`src/rtl/axis_width_downsizer.sv`:
```
// AXI-Stream width downsizer: each IN_WIDTH-bit word leaves as RATIO OUT_WIDTH-bit beats.
// Beats go least-significant slice first; defining AXIS_DOWNSIZER_MSB_FIRST_EN sends the most-significant slice first.
module axis_width_downsizer #(
    parameter int IN_WIDTH  = 16,
    parameter int OUT_WIDTH = 4
) (
    input  logic                 clk,
    input  logic                 resetn,
    input  logic [IN_WIDTH-1:0]  in_data,
    input  logic                 in_valid,
    output logic                 in_ready,
    output logic [OUT_WIDTH-1:0] out_data,
    output logic                 out_valid,
    input  logic                 out_ready,
    output logic                 out_last
);

    localparam int RATIO = IN_WIDTH / OUT_WIDTH;
    localparam int IDX_W = (RATIO > 1) ? $clog2(RATIO) : 1;
    localparam logic [IDX_W-1:0] LAST_IDX = IDX_W'(RATIO - 1);

    if ((RATIO < 2) || (IN_WIDTH % OUT_WIDTH != 0)) begin : g_bad_ratio
        $error("axis_width_downsizer: IN_WIDTH must be a multiple of OUT_WIDTH with RATIO >= 2");
    end

    typedef enum logic {
        IDLE,
        SEND
    } state_t;

    state_t                            state_q, state_d;
    logic [RATIO-1:0][OUT_WIDTH-1:0]   word_q, word_d;
    logic [IDX_W-1:0]                  idx_q, idx_d;
    logic [IDX_W-1:0]                  sel;
    logic                              isLast;

    assign isLast = (idx_q == LAST_IDX);

    always_ff @(posedge clk) begin
        if (!resetn) begin
            state_q <= IDLE;
            word_q  <= '0;
            idx_q   <= '0;
        end else begin
            state_q <= state_d;
            word_q  <= word_d;
            idx_q   <= idx_d;
        end
    end

    // On the last beat a waiting word is loaded on the same edge, so there is no bubble.
    always_comb begin
        state_d = state_q;
        word_d  = word_q;
        idx_d   = idx_q;
        case (state_q)
            IDLE: begin
                if (in_valid) begin
                    word_d  = in_data;
                    idx_d   = '0;
                    state_d = SEND;
                end
            end
            SEND: begin
                if (out_ready) begin
                    if (!isLast) begin
                        idx_d = idx_q + IDX_W'(1);
                    end else if (in_valid) begin
                        word_d = in_data;
                        idx_d  = '0;
                    end else begin
                        state_d = IDLE;
                    end
                end
            end
            default: state_d = IDLE;
        endcase
    end

`ifdef AXIS_DOWNSIZER_MSB_FIRST_EN
    assign sel = LAST_IDX - idx_q;
`else
    assign sel = idx_q;
`endif

    // Every output is gated by resetn so the reset values show even before the first reset edge.
    always_comb begin
        in_ready  = 1'b0;
        out_valid = 1'b0;
        out_last  = 1'b0;
        out_data  = '0;
        if (resetn) begin
            out_data = word_q[sel];
            case (state_q)
                IDLE: in_ready = 1'b1;
                SEND: begin
                    out_valid = 1'b1;
                    out_last  = isLast;
                    in_ready  = isLast & out_ready;
                end
                default: in_ready = 1'b0;
            endcase
        end
    end

endmodule

```
`config.mk`:
```
export PLATFORM = sky130hd
export DESIGN_NAME = axis_width_downsizer
export DESIGN_NICKNAME = d
export VERILOG_FILES = /design/src/rtl/axis_width_downsizer.sv
export SDC_FILE = /design/constraint.sdc
export NUM_CORES = 1
export LEC_CHECK = 0
export BUFFER_PORTS_ARGS = -buffer_cell sky130_fd_sc_hd__buf_2
export CORE_MARGIN = 4
export CORE_UTILIZATION = 45
export CTS_CLUSTER_SIZE = 14
export DETAILED_ROUTE_END_ITERATION = 8
export MAX_ROUTING_LAYER = met4
export PLACE_DENSITY_LB_ADDON = 0.3
export SLEW_MARGIN = 20
export SYNTH_ARGS = -nofsm -noshare
export SYNTH_HDL_FRONTEND = slang
export SYNTH_SLANG_ARGS = --single-unit
```
`constraint.sdc`:
```
create_clock -name clk -period 1.6 [get_ports clk]
set_clock_uncertainty 0.2 [all_clocks]
set_input_delay 0 -clock clk [delete_from_list [all_inputs] [get_ports clk]]
set_output_delay 0 -clock clk [all_outputs]
set_load 0.03 [all_outputs]
```
**Word level (Yosys, flattened, before mapping)**

Index checks and enable logic that the tools add are counted.

- Magnitude comparators: 1
- Reductions and logical operators: 1
- Add/sub/neg operators: 1
- Bitwise operators: 2
- Muxes and demuxes: 21
- Equality and inequality tests: 3

Operator list:

| operator | number |
|---|---|
| $mux 16 | 3 |
| $pmux 16 s2 | 1 |
| $bmux 4 s2 | 1 |
| $mux 1 | 8 |
| $mux 4 | 2 |
| $mux 2 | 3 |
| $pmux 1 s2 | 2 |
| $pmux 2 s2 | 1 |
| $lt 2x3->1 const B | 1 |
| $add 2x1->2 const B | 1 |
| $eq 2x2->1 const B | 1 |
| $ne 2x1->1 const B | 1 |
| $ne 2x2->1 const B | 1 |
| $reduce_and 2->1 | 1 |
| $and 1x1->1 | 1 |
| $not 1->1 | 1 |

- Flip-flop bits (word level): 19

**Depth between registers and ports, before layout**

Gate-level depths: netlist of the first run.

- Depth after elaboration: 4
- Gate-level depth with buffers: 6

**Worst setup path before layout of the first run**

No wires, ideal clock.

- Kind: register to output
- Start point: register idx_q[0]
- End point: output in_ready
- Buffers on the path: 0
- Stages on the path, launching flop included: 4
- Setup slack: -40 ps
- Data required time: 1400 ps
- Data arrival time: 1440 ps
- Cell sequence: dfxtp_1 > ha_1 > nand2_1 > a21boi_0

- Longest elaborated chain between the ends: 4

Ends and longest elaborated chain:

| element | RTL line | source |
|---|---|---|
| start: declaration | 33 | `logic [IDX_W-1:0] idx_q, idx_d;` |
| start signal: assignment | 47 | `idx_q <= idx_d;` |
| $eq 2x2->1 | 37 | `assign isLast = (idx_q == LAST_IDX);` |
| $and 1x1->1 | 99 | `in_ready = isLast & out_ready;` |
| $pmux 1 s2 | 94 | `case (state_q)` |
| $mux 1 | 92 | `if (resetn) begin` |
| end: declaration | 11 | `output logic in_ready,` |

Every way passes these cells.

**Worst setup path after layout of the first run**

- Start point: register idx_q[1]
- End point: output out_data[3]

- Longest elaborated chain between the ends: 3

Ends and longest elaborated chain:

| element | RTL line | source |
|---|---|---|
| $bmux 4 s2 | 93 | `out_data = word_q[sel];` |
| $mux 4 (not written as such) | 93 |  |
| $mux 4 | 92 |  |
| end: declaration | 12 | `output logic [OUT_WIDTH-1:0] out_data,` |

Every way passes these cells. The select of a mux whose other input is x is not followed.

==> impl_results.md, run 1 <==
- Worst Tran Pin Value: 609 ps
- Worst Hold Class: primary input to flop
- Number of H-tree levels: 1
- Synth Area per Inst: 9.38 um2
- PortBufs: 26
- Grt peak-use layer: met2
- YS warnings: 0
- Post-route cell area: 0.00147 mm2
- Final Hold Viols: 0
- WHS: 30.1 ps
- Unrepaired setup endpoints after global routing: true
- Max stage delay on crit path: 480 ps
- Failing checks: negative setup slack
- Placed Cells: 157
- Outcome: finished with violations
- Cells along the critical path: buf_6 -> mux4_2 -> and2_4 -> buf_6
- Finished Core Util: 73.2%
- Sink Count: 19
- Pwr dens: 663 mW/mm2
- Initial antenna violation count: 0
- Chip width: 54.6 um
- Layout cells sized above 1: 35.9%
- I/O pins: 27
- Vias in the first global route: 882
- Final GP Congestion: 0.683
- Place WS: 12.7 ps
- First-pass GRT wire length: 3.80 mm
- CP Class: flop to primary output
- Detail Route Antenna Nets: 0
- DP HPWL: 1.46 mm
- Cell taking the most area after synthesis: dfxtp_1
- Crit-path most repeated cell: buf_6
- Clock slew at reported path FFs: 110 ps
- Setup crit end kind: primary output
- Met1 usage: 21.2%
- Crit-path leading delay family: multiplexers
- Synthesis-stage register bit count: 19
- Slowest cell on the critical path: mux4_2
- Worst path required time: 1400 ps
- Netlist cell types: 23
- Area share of the largest cell type after synthesis: 39.0%
- Die ar.: 0.00298 mm2
- Worst EP arrival: 1550 ps
- Register area share after synthesis: 39.0%
- Diode count: 0
- Leak: 0.642 nW
- Syn_nets: 126
- Met2 Resource Use GR: 32.7%
- Fmax: 571 MHz
- Routed vias: 872
- Clock Path Buffers: 2
- DR iter-0 viols: 7
- Crit-path max FO: 3
- Synth area leaders: dfxtp_1, mux2i_1, nand2_1
- Chip Height: 54.6 um
- DRT Wirelength: 2.26 mm
- Initial Utilization: 48.8%
- Max_cap viols: 0
- DRT Pass-1 Iters: 3
- Rel. slew slack: 59.4%
- Post-Syn Area: 976 um2
- CTS tree: yes
- Crit path time final: 1750 ps
- GR Overflow Total: 0
- Cells after synthesis: 104
- Cell Rows: 16
- Final nets: 176
- Via density: 4.84
- Routing usage on met3: 2.45%
- CP Buf/Inv Count: 2
- GR Util All Layers: 18.1%
- Final setup fails: 5
- Fin crit share: 110%
- Placed instance area: 0.00115 mm2
- CTS root buf: clkbuf_4
- Final worst slack: -153 ps
- Most common cell after layout, fill and taps aside: nand2_1
- Core Region: 0.00200 mm2
- Non-Filler Instances: 180
- DRC violations left: 0
- Filler Cell Count: 149
- Area grow syn2layout: 50.1%
- WL per Instance: 12.6 um
- Worst vdd ir: 459 uV
- Largest net degree at the start of global routing: 39
- Worst skew pair latency: 280 ps
- Slew Viols, Final: 0
- Startpoint types: flop
- Highest-count cells in the layout ignoring fill and taps: nand2_1, buf_2, dlygate4sd3_1
- TritonCTS buffer count: 3
-- kinds of logic (layout without fill, tap and decap cells) --
family,Yosys count,in the layout,synth area share (%)
AND/OR/NAND/NOR,49,49,23.1
flip-flops,19,19,39.0
adder cells (fa/ha/maj),2,2,2.56
AO/OA/AOI/OAI,6,6,4.62
multiplexers,20,20,25.6
buffers and inverters,8,57,5.13
-- synth_stat cells (all sizes together) --
library cell   n
nand3          1
nor2           1
buf            3
o31a           1
nand2         34
mux2i         16
and3           1
ha             2
mux4           4
and2           5
nor3b          2
or2b           1
nor2b          3
o21a           1
o21ai          2
dfxtp         19
clkbuf         5
a21boi         2
and4b          1
-- per-layer routing --
| metal | vias up | part of all wire (%) |
|---|---|---|
| li1 | 447 | - |
| met1 | 408 | 43 |
| met2 | 15 | 53 |
| met3 | 2 | 3.4 |
| met4 | 0 | 0.57 |
| met5 | - | 0 |
-- path summary, 6_finish.rpt --
kind | startpoint | cells after the start | slack (ps) | end
worst min-delay path | resetn | 2 | 30 | idx_q[1]
worst max register to register | idx_q[1] | 5 | 0 | idx_q[1]
worst max-delay path | idx_q[1] | 4 | -150 | out_data[3]
worst min register to register | word_q[0] | 2 | 270 | word_q[0]
-- timing repair --
| item | in CTS | in global routing |
|---|---|---|
| cloned | 0 | 0 |
| buffers inserted | 1 | 0 |
| resized for setup | 24 | 4 |
| setup endpoints to repair | 6 | 23 |
| hold buffers | 18 | 0 |
| pin swaps | 1 | 0 |
| endpoints found under the hold margin | 19 | 0 |
-- sequential cells by signal (all words and copies together), names as in the netlist --
signal	flops
idx_q	2
state_q	1
word_q	16
-- area by class of cell --
class | count | area (um2) | area share [%]
multi-input cells | 77 | 592 | 40.4
flip-flops and latches | 19 | 385 | 26.3
well taps | 27 | 33.8 | 2.31
clock buffers | 3 | 22.5 | 1.54
clock inverters | 1 | 5.00 | 0.342
repair buffers | 53 | 427 | 29.1
-- through the flow --
stage          setup TNS, ps  power [mW]
6_report                -600       0.972
5_1_grt                 -953        1.03
4_1_cts                 -677       0.980
3_5_place_dp               0       0.691
3_3_place_gp               0       0.683
2_1_floorplan              0       0.638
-- power by group --
group	internal [mW]	leakage, nW	total (mW)	switching, mW
clock network	0.0927	0.0177	0.238	0.145
registers	0.501	0.157	0.521	0.0205
logic	0.122	0.467	0.213	0.0908
(Power assumes the default switching activity.)
==> run 2, diff against run 1 <==
==> constraint.sdc (replaced) <==
create_clock -name clk -period 1.6 [get_ports clk]
set_clock_uncertainty 0.2 [all_clocks]
set_input_delay 0 -clock clk [delete_from_list [all_inputs] [get_ports clk]]
set_output_delay 0 -clock clk [all_outputs]
set_load 0.02 [all_outputs]
==> impl_results.md, run 2 (synthesized netlist as in run 1, its figures left out) <==
- Outcome: finished with violations
- Failing checks: negative setup slack
- Worst path required time: 1400 ps
- DRT Pass-1 Iters: 4
- Slew Viols, Final: 0
- Unrepaired setup endpoints after global routing: true
- WL per Instance: 12.9 um
- I/O pins: 27
- Worst reg-to-reg setup slack: 40 ps
- Initial antenna violation count: 0
- DR iter-0 viols: 12
- Cells along the critical path: buf_6 -> mux4_2 -> and2_4 -> buf_6
- Final setup fails: 4
- Most common cell after layout, fill and taps aside: nand2_1
- Crit-path most repeated cell: buf_6
- Sw frac: 25.8%
- Vias in the first global route: 897
- Core Region: 0.00200 mm2
- Die ar.: 0.00298 mm2
- Gate power share: 22.0%
- Total negative slack: -582 ps
- HP Start: resetn
- Chip Height: 54.6 um
- DRT Wirelength: 2.37 mm
- Crit-path leading delay family: multiplexers
- GR Util All Layers: 19.2%
- Final nets: 179
- Endpoint, Worst Hold: word_q[13]
- Max reg flops: 16
- CP Class: flop to primary output
- Filler Cell Count: 145
- GR Overflow Total: 0
- Cell Int Power: 0.724 mW
- DP HPWL: 1.42 mm
- Slowest cell on the critical path: mux4_2
- Worst skew pair latency: 290 ps
- Clock Path Buffers: 2
- Via density: 4.91
- Sw power: 0.252 mW
- Total Power: 0.976 mW
- R2R cell count: 5
- Detail Route Antenna Nets: 0
- Leak: 0.655 nW
- Hold Path Cell Cnt: 4
- Fmax: 567 MHz
- Largest net degree at the start of global routing: 14
- Max stage delay on crit path: 470 ps
- Routed vias: 898
- Sink Count: 19
- Biggest register: word_q
- Layout cells sized above 1: 32.7%
- Worst Hold Class: primary input to flop
- Highest-count cells in the layout ignoring fill and taps: nand2_1, dlygate4sd3_1, buf_2
- Crit path time final: 1760 ps
- Chip width: 54.6 um
- Max_cap viols: 0
- Biggest regs: word_q x16, idx_q x2, state_q x1
- Worst r2r src: idx_q[0]
- CP Buf/Inv Count: 2
- CTS root buf: clkbuf_4
- Post-CTS setup buffers: 0
- Startpoint types: flop
- Diode count: 0
- Final worst slack: -164 ps
- Initial Utilization: 48.8%
- Worst vdd ir: 452 uV
- Final Hold Viols: 0
- Rel. slew slack: 67.9%
- Crit-path max FO: 5
- Setup crit end kind: primary output
- PortBufs: 26
- Worst Tran Pin Value: 480 ps
- First-pass GRT wire length: 3.95 mm
- Number of H-tree levels: 1
- Place WS: 23.2 ps
- Fin crit share: 110%
- Final GP Congestion: 0.720
- Worst R2R End: word_q[1]
- Clock power share: 24.8%
- Reg power frac: 53.2%
- CTS tree: yes
- Worst EP arrival: 1560 ps
- Clock slew at reported path FFs: 100 ps
- Cell Rows: 16
- DRC violations left: 0
- TritonCTS buffer count: 3
- Finished Core Util: 73.7%
- Area grow syn2layout: 51.2%
- Pwr dens: 662 mW/mm2
run 2: final cells by class:
type	instances	area, um2	share of cell area, %
well taps	27	33.8	2.29
multi-input cells	77	574	38.9
flip-flops and latches	19	388	26.3
repair buffers	56	453	30.7
clock buffers	4	26.3	1.78
run 2: power by group through the flow:
stage,clock (mW),sequential [mW],combinational [mW]
after floorplan,0,0.525,0.107
after global placement,0,0.529,0.148
after detailed placement,0,0.530,0.153
after CTS,0.254,0.519,0.208
after global routing,0.276,0.524,0.236
final,0.242,0.520,0.215
run 2: per-stage QoR:
stage	hold slack [ps]	std cells	cell area, um2
floorplan	-88.9	104	976
global placement	40.9	157	1150
detailed placement	55.6	157	1150
CTS	9.36	183	1460
global route	33.1	183	1480
finish	16.3	183	1480
run 2: tightest hold or removal path: cells and delay by family:
kind / cells / cell delay [ps]
buffers and inverters: 2 / 350
AND/OR/NAND/NOR: 1 / 60
multiplexers: 1 / 50
run 2: worst max-delay path by stage:
stage / slack, ps / cells past startpoint / end / from
4_1_cts: -190 / 4 / out_data[1] / idx_q[1]
5_1_grt: -230 / 4 / out_data[0] / idx_q[1]
2_1_floorplan: 4 / 6 / word_q[0] / idx_q[0]
3_3_place_gp: 50 / 5 / word_q[14] / idx_q[0]
6_report: -160 / 4 / out_data[2] / idx_q[1]
3_5_place_dp: 20 / 5 / word_q[14] / idx_q[1]
run 2: what timing repair did:
action | CTS | global route
hold endpoints to repair | 19 | 0
gates resized for setup | 18 | 7
hold buffers | 22 | 0
endpoints found under the setup margin | 16 | 21
run 2: metal layers:
layer  up-vias  routed length (um)  global-route usage [%]  share of wire, %
met2        29                1200                    32.3                51
met3         5                 150                    2.45               6.3
li1        454                   -                       -                 -
met4         0                  31                    7.88               1.3
met5         -                   0                       -                 0
met1       410                 985                    23.0                42
==> run 3, diff against run 2 <==
--- a/config.mk
+++ b/config.mk
@@ -10,6 +10,7 @@
 export CORE_UTILIZATION = 45
 export CTS_CLUSTER_SIZE = 14
 export DETAILED_ROUTE_END_ITERATION = 8
+export HOLD_SLACK_MARGIN = 0.1
 export MAX_ROUTING_LAYER = met4
 export PLACE_DENSITY_LB_ADDON = 0.3
 export SLEW_MARGIN = 20
==> impl_results.md, run 3 (synthesized netlist as in run 1, its figures left out) <==
- Biggest register: word_q
- Crit path time final: 1770 ps
- Worst R2R End: word_q[4]
- Crit-path most repeated cell: buf_6
- Register area: 388 um2
- Worst vdd ir: 525 uV
- Clock slew at reported path FFs: 100 ps
- Die ar.: 0.00298 mm2
- Worst Hold Class: flop to flop
- Cell Rows: 16
- Setup crit end: out_data[0]
- DP HPWL: 1.42 mm
- Clock Path Buffers: 2
- Total negative slack: -606 ps
- Pwr dens: 631 mW/mm2
- Post-CTS setup buffers: 0
- Worst path required time: 1400 ps
- Unrepaired setup endpoints after global routing: true
- Final Hold Viols: 0
- DRC violations left: 0
- R2R cell count: 5
- Area grow syn2layout: 61.5%
- Final worst slack: -170 ps
- Diode count: 0
- Critical path launch point: idx_q[1]
- Cells along the critical path: buf_6 -> mux4_2 -> and2_4 -> buf_6
- Initial Utilization: 48.8%
- Outcome: finished with violations
- Area occupied by multi-input gates: 571 um2
- Total Power: 0.995 mW
- Final setup fails: 4
- Worst EP arrival: 1570 ps
- CTS root buf: clkbuf_4
- Worst skew pair latency: 290 ps
- Chip width: 54.6 um
- Filler Cell Count: 132
- Fin crit share: 111%
- Routed vias: 931
- Initial antenna violation count: 0
- Max_cap viols: 0
- Rel. slew slack: 63.1%
- Slew Viols, Final: 0
- DR iter-0 viols: 19
- I/O pins: 27
- Crit-path max FO: 5
- CP Buf/Inv Count: 2
- Most common cell after layout, fill and taps aside: nand2_1
- Max reg flops: 16
- Vias in the first global route: 968
- Chip Height: 54.6 um
- Largest net degree at the start of global routing: 21
- PortBufs: 26
- TritonCTS buffer count: 3
- CP Depth: 4
- Number of H-tree levels: 1
- Fmax: 565 MHz
- CTS tree: yes
- Highest-count cells in the layout ignoring fill and taps: nand2_1, dlygate4sd3_1, buf_2
- Sink Count: 19
- Slowest cell on the critical path: mux4_2
- Detail Route Antenna Nets: 0
- Leak: 0.690 nW
- Worst reg-to-reg setup slack: 10 ps
- Failing checks: negative setup slack
- DRT Wirelength: 2.61 mm
- Biggest regs: word_q x16, idx_q x2, state_q x1
- GR Util All Layers: 20.8%
- Max stage delay on crit path: 470 ps
- Worst r2r src: idx_q[0]
- GR Overflow Total: 0
- Final nets: 189
- Layout cells sized above 1: 30.1%
- Worst Tran Pin Value: 554 ps
- Via density: 4.82
- Crit-path leading delay family: multiplexers
- Setup crit end kind: primary output
- Core Region: 0.00200 mm2
- WL per Instance: 13.5 um
- Startpoint types: flop
- CP Class: flop to primary output
- DRT Pass-1 Iters: 4
- Final GP Congestion: 0.720
- First-pass GRT wire length: 4.25 mm
run 3: changes by cell type in the layout (fill, tap and decap cells not counted):
cell and delta:
buf_2 -1, mux2i_1 +1, dlygate4sd3_1 +9, dlymetal6s4s_1 +1
clkbuf_4 +1, mux2i_2 -1
run 3: per-stage QoR:
stage                     hold WS, ps  util (%)  cell area, um2  worst slack [ps]  std cells
after detailed placement         55.6      57.6            1150              23.2        157
after global routing              285      78.8            1580              -237        193
after global placement           40.9      57.6            1150              47.2        157
after CTS                         266      77.7            1560              -186        193
final                             268      78.8            1580              -170        193
after floorplan                 -88.9         -             976              3.63        104
run 3: area by class of cell:
type,count,share of cell area (%)
sequential,19,24.6
tap,27,2.14
multi-input combinational,77,36.2
timing repair buffer,66,35.4
clock buffer,4,1.67
run 3: worst min-delay path, delay by kind of cell, from the launching register on:
kind / cells / cell delay (ps)
AND/OR/NAND/NOR: 1 / 50
flip-flops: 1 / 320
multiplexers: 1 / 50
run 3: how the worst min path moves through the flow:
stage | start | end | slack (ps) | depth (start not counted)
after floorplan | in_valid | idx_q[0] | -90 | 1
after global placement | in_valid | idx_q[0] | 40 | 2
after detailed placement | in_valid | idx_q[0] | 60 | 2
after CTS | word_q[12] | word_q[12] | 270 | 2
after global routing | in_valid | idx_q[0] | 280 | 3
final | word_q[12] | word_q[12] | 270 | 2
run 3: per-layer routing:
layer	up-vias	wire (um)	GRT usage, %
met3	5	143	3.81
met2	23	1370	36.3
li1	475	-	-
met1	428	1050	22.9
met4	0	47	9.54
met5	-	0	-
run 3: repair_timing:
item	4_1_cts	5_1_grt
cloned	0	0
resized for setup	18	8
hold endpoints to repair	19	0
pin swaps	0	0
hold buffers	32	0
endpoints found under the setup margin	16	23
run 3: power breakdown:
group	switching [mW]	internal [mW]
Sequential	0.0196	0.500
Combinational	0.0920	0.144
Clock	0.143	0.0970
Total	0.254	0.740
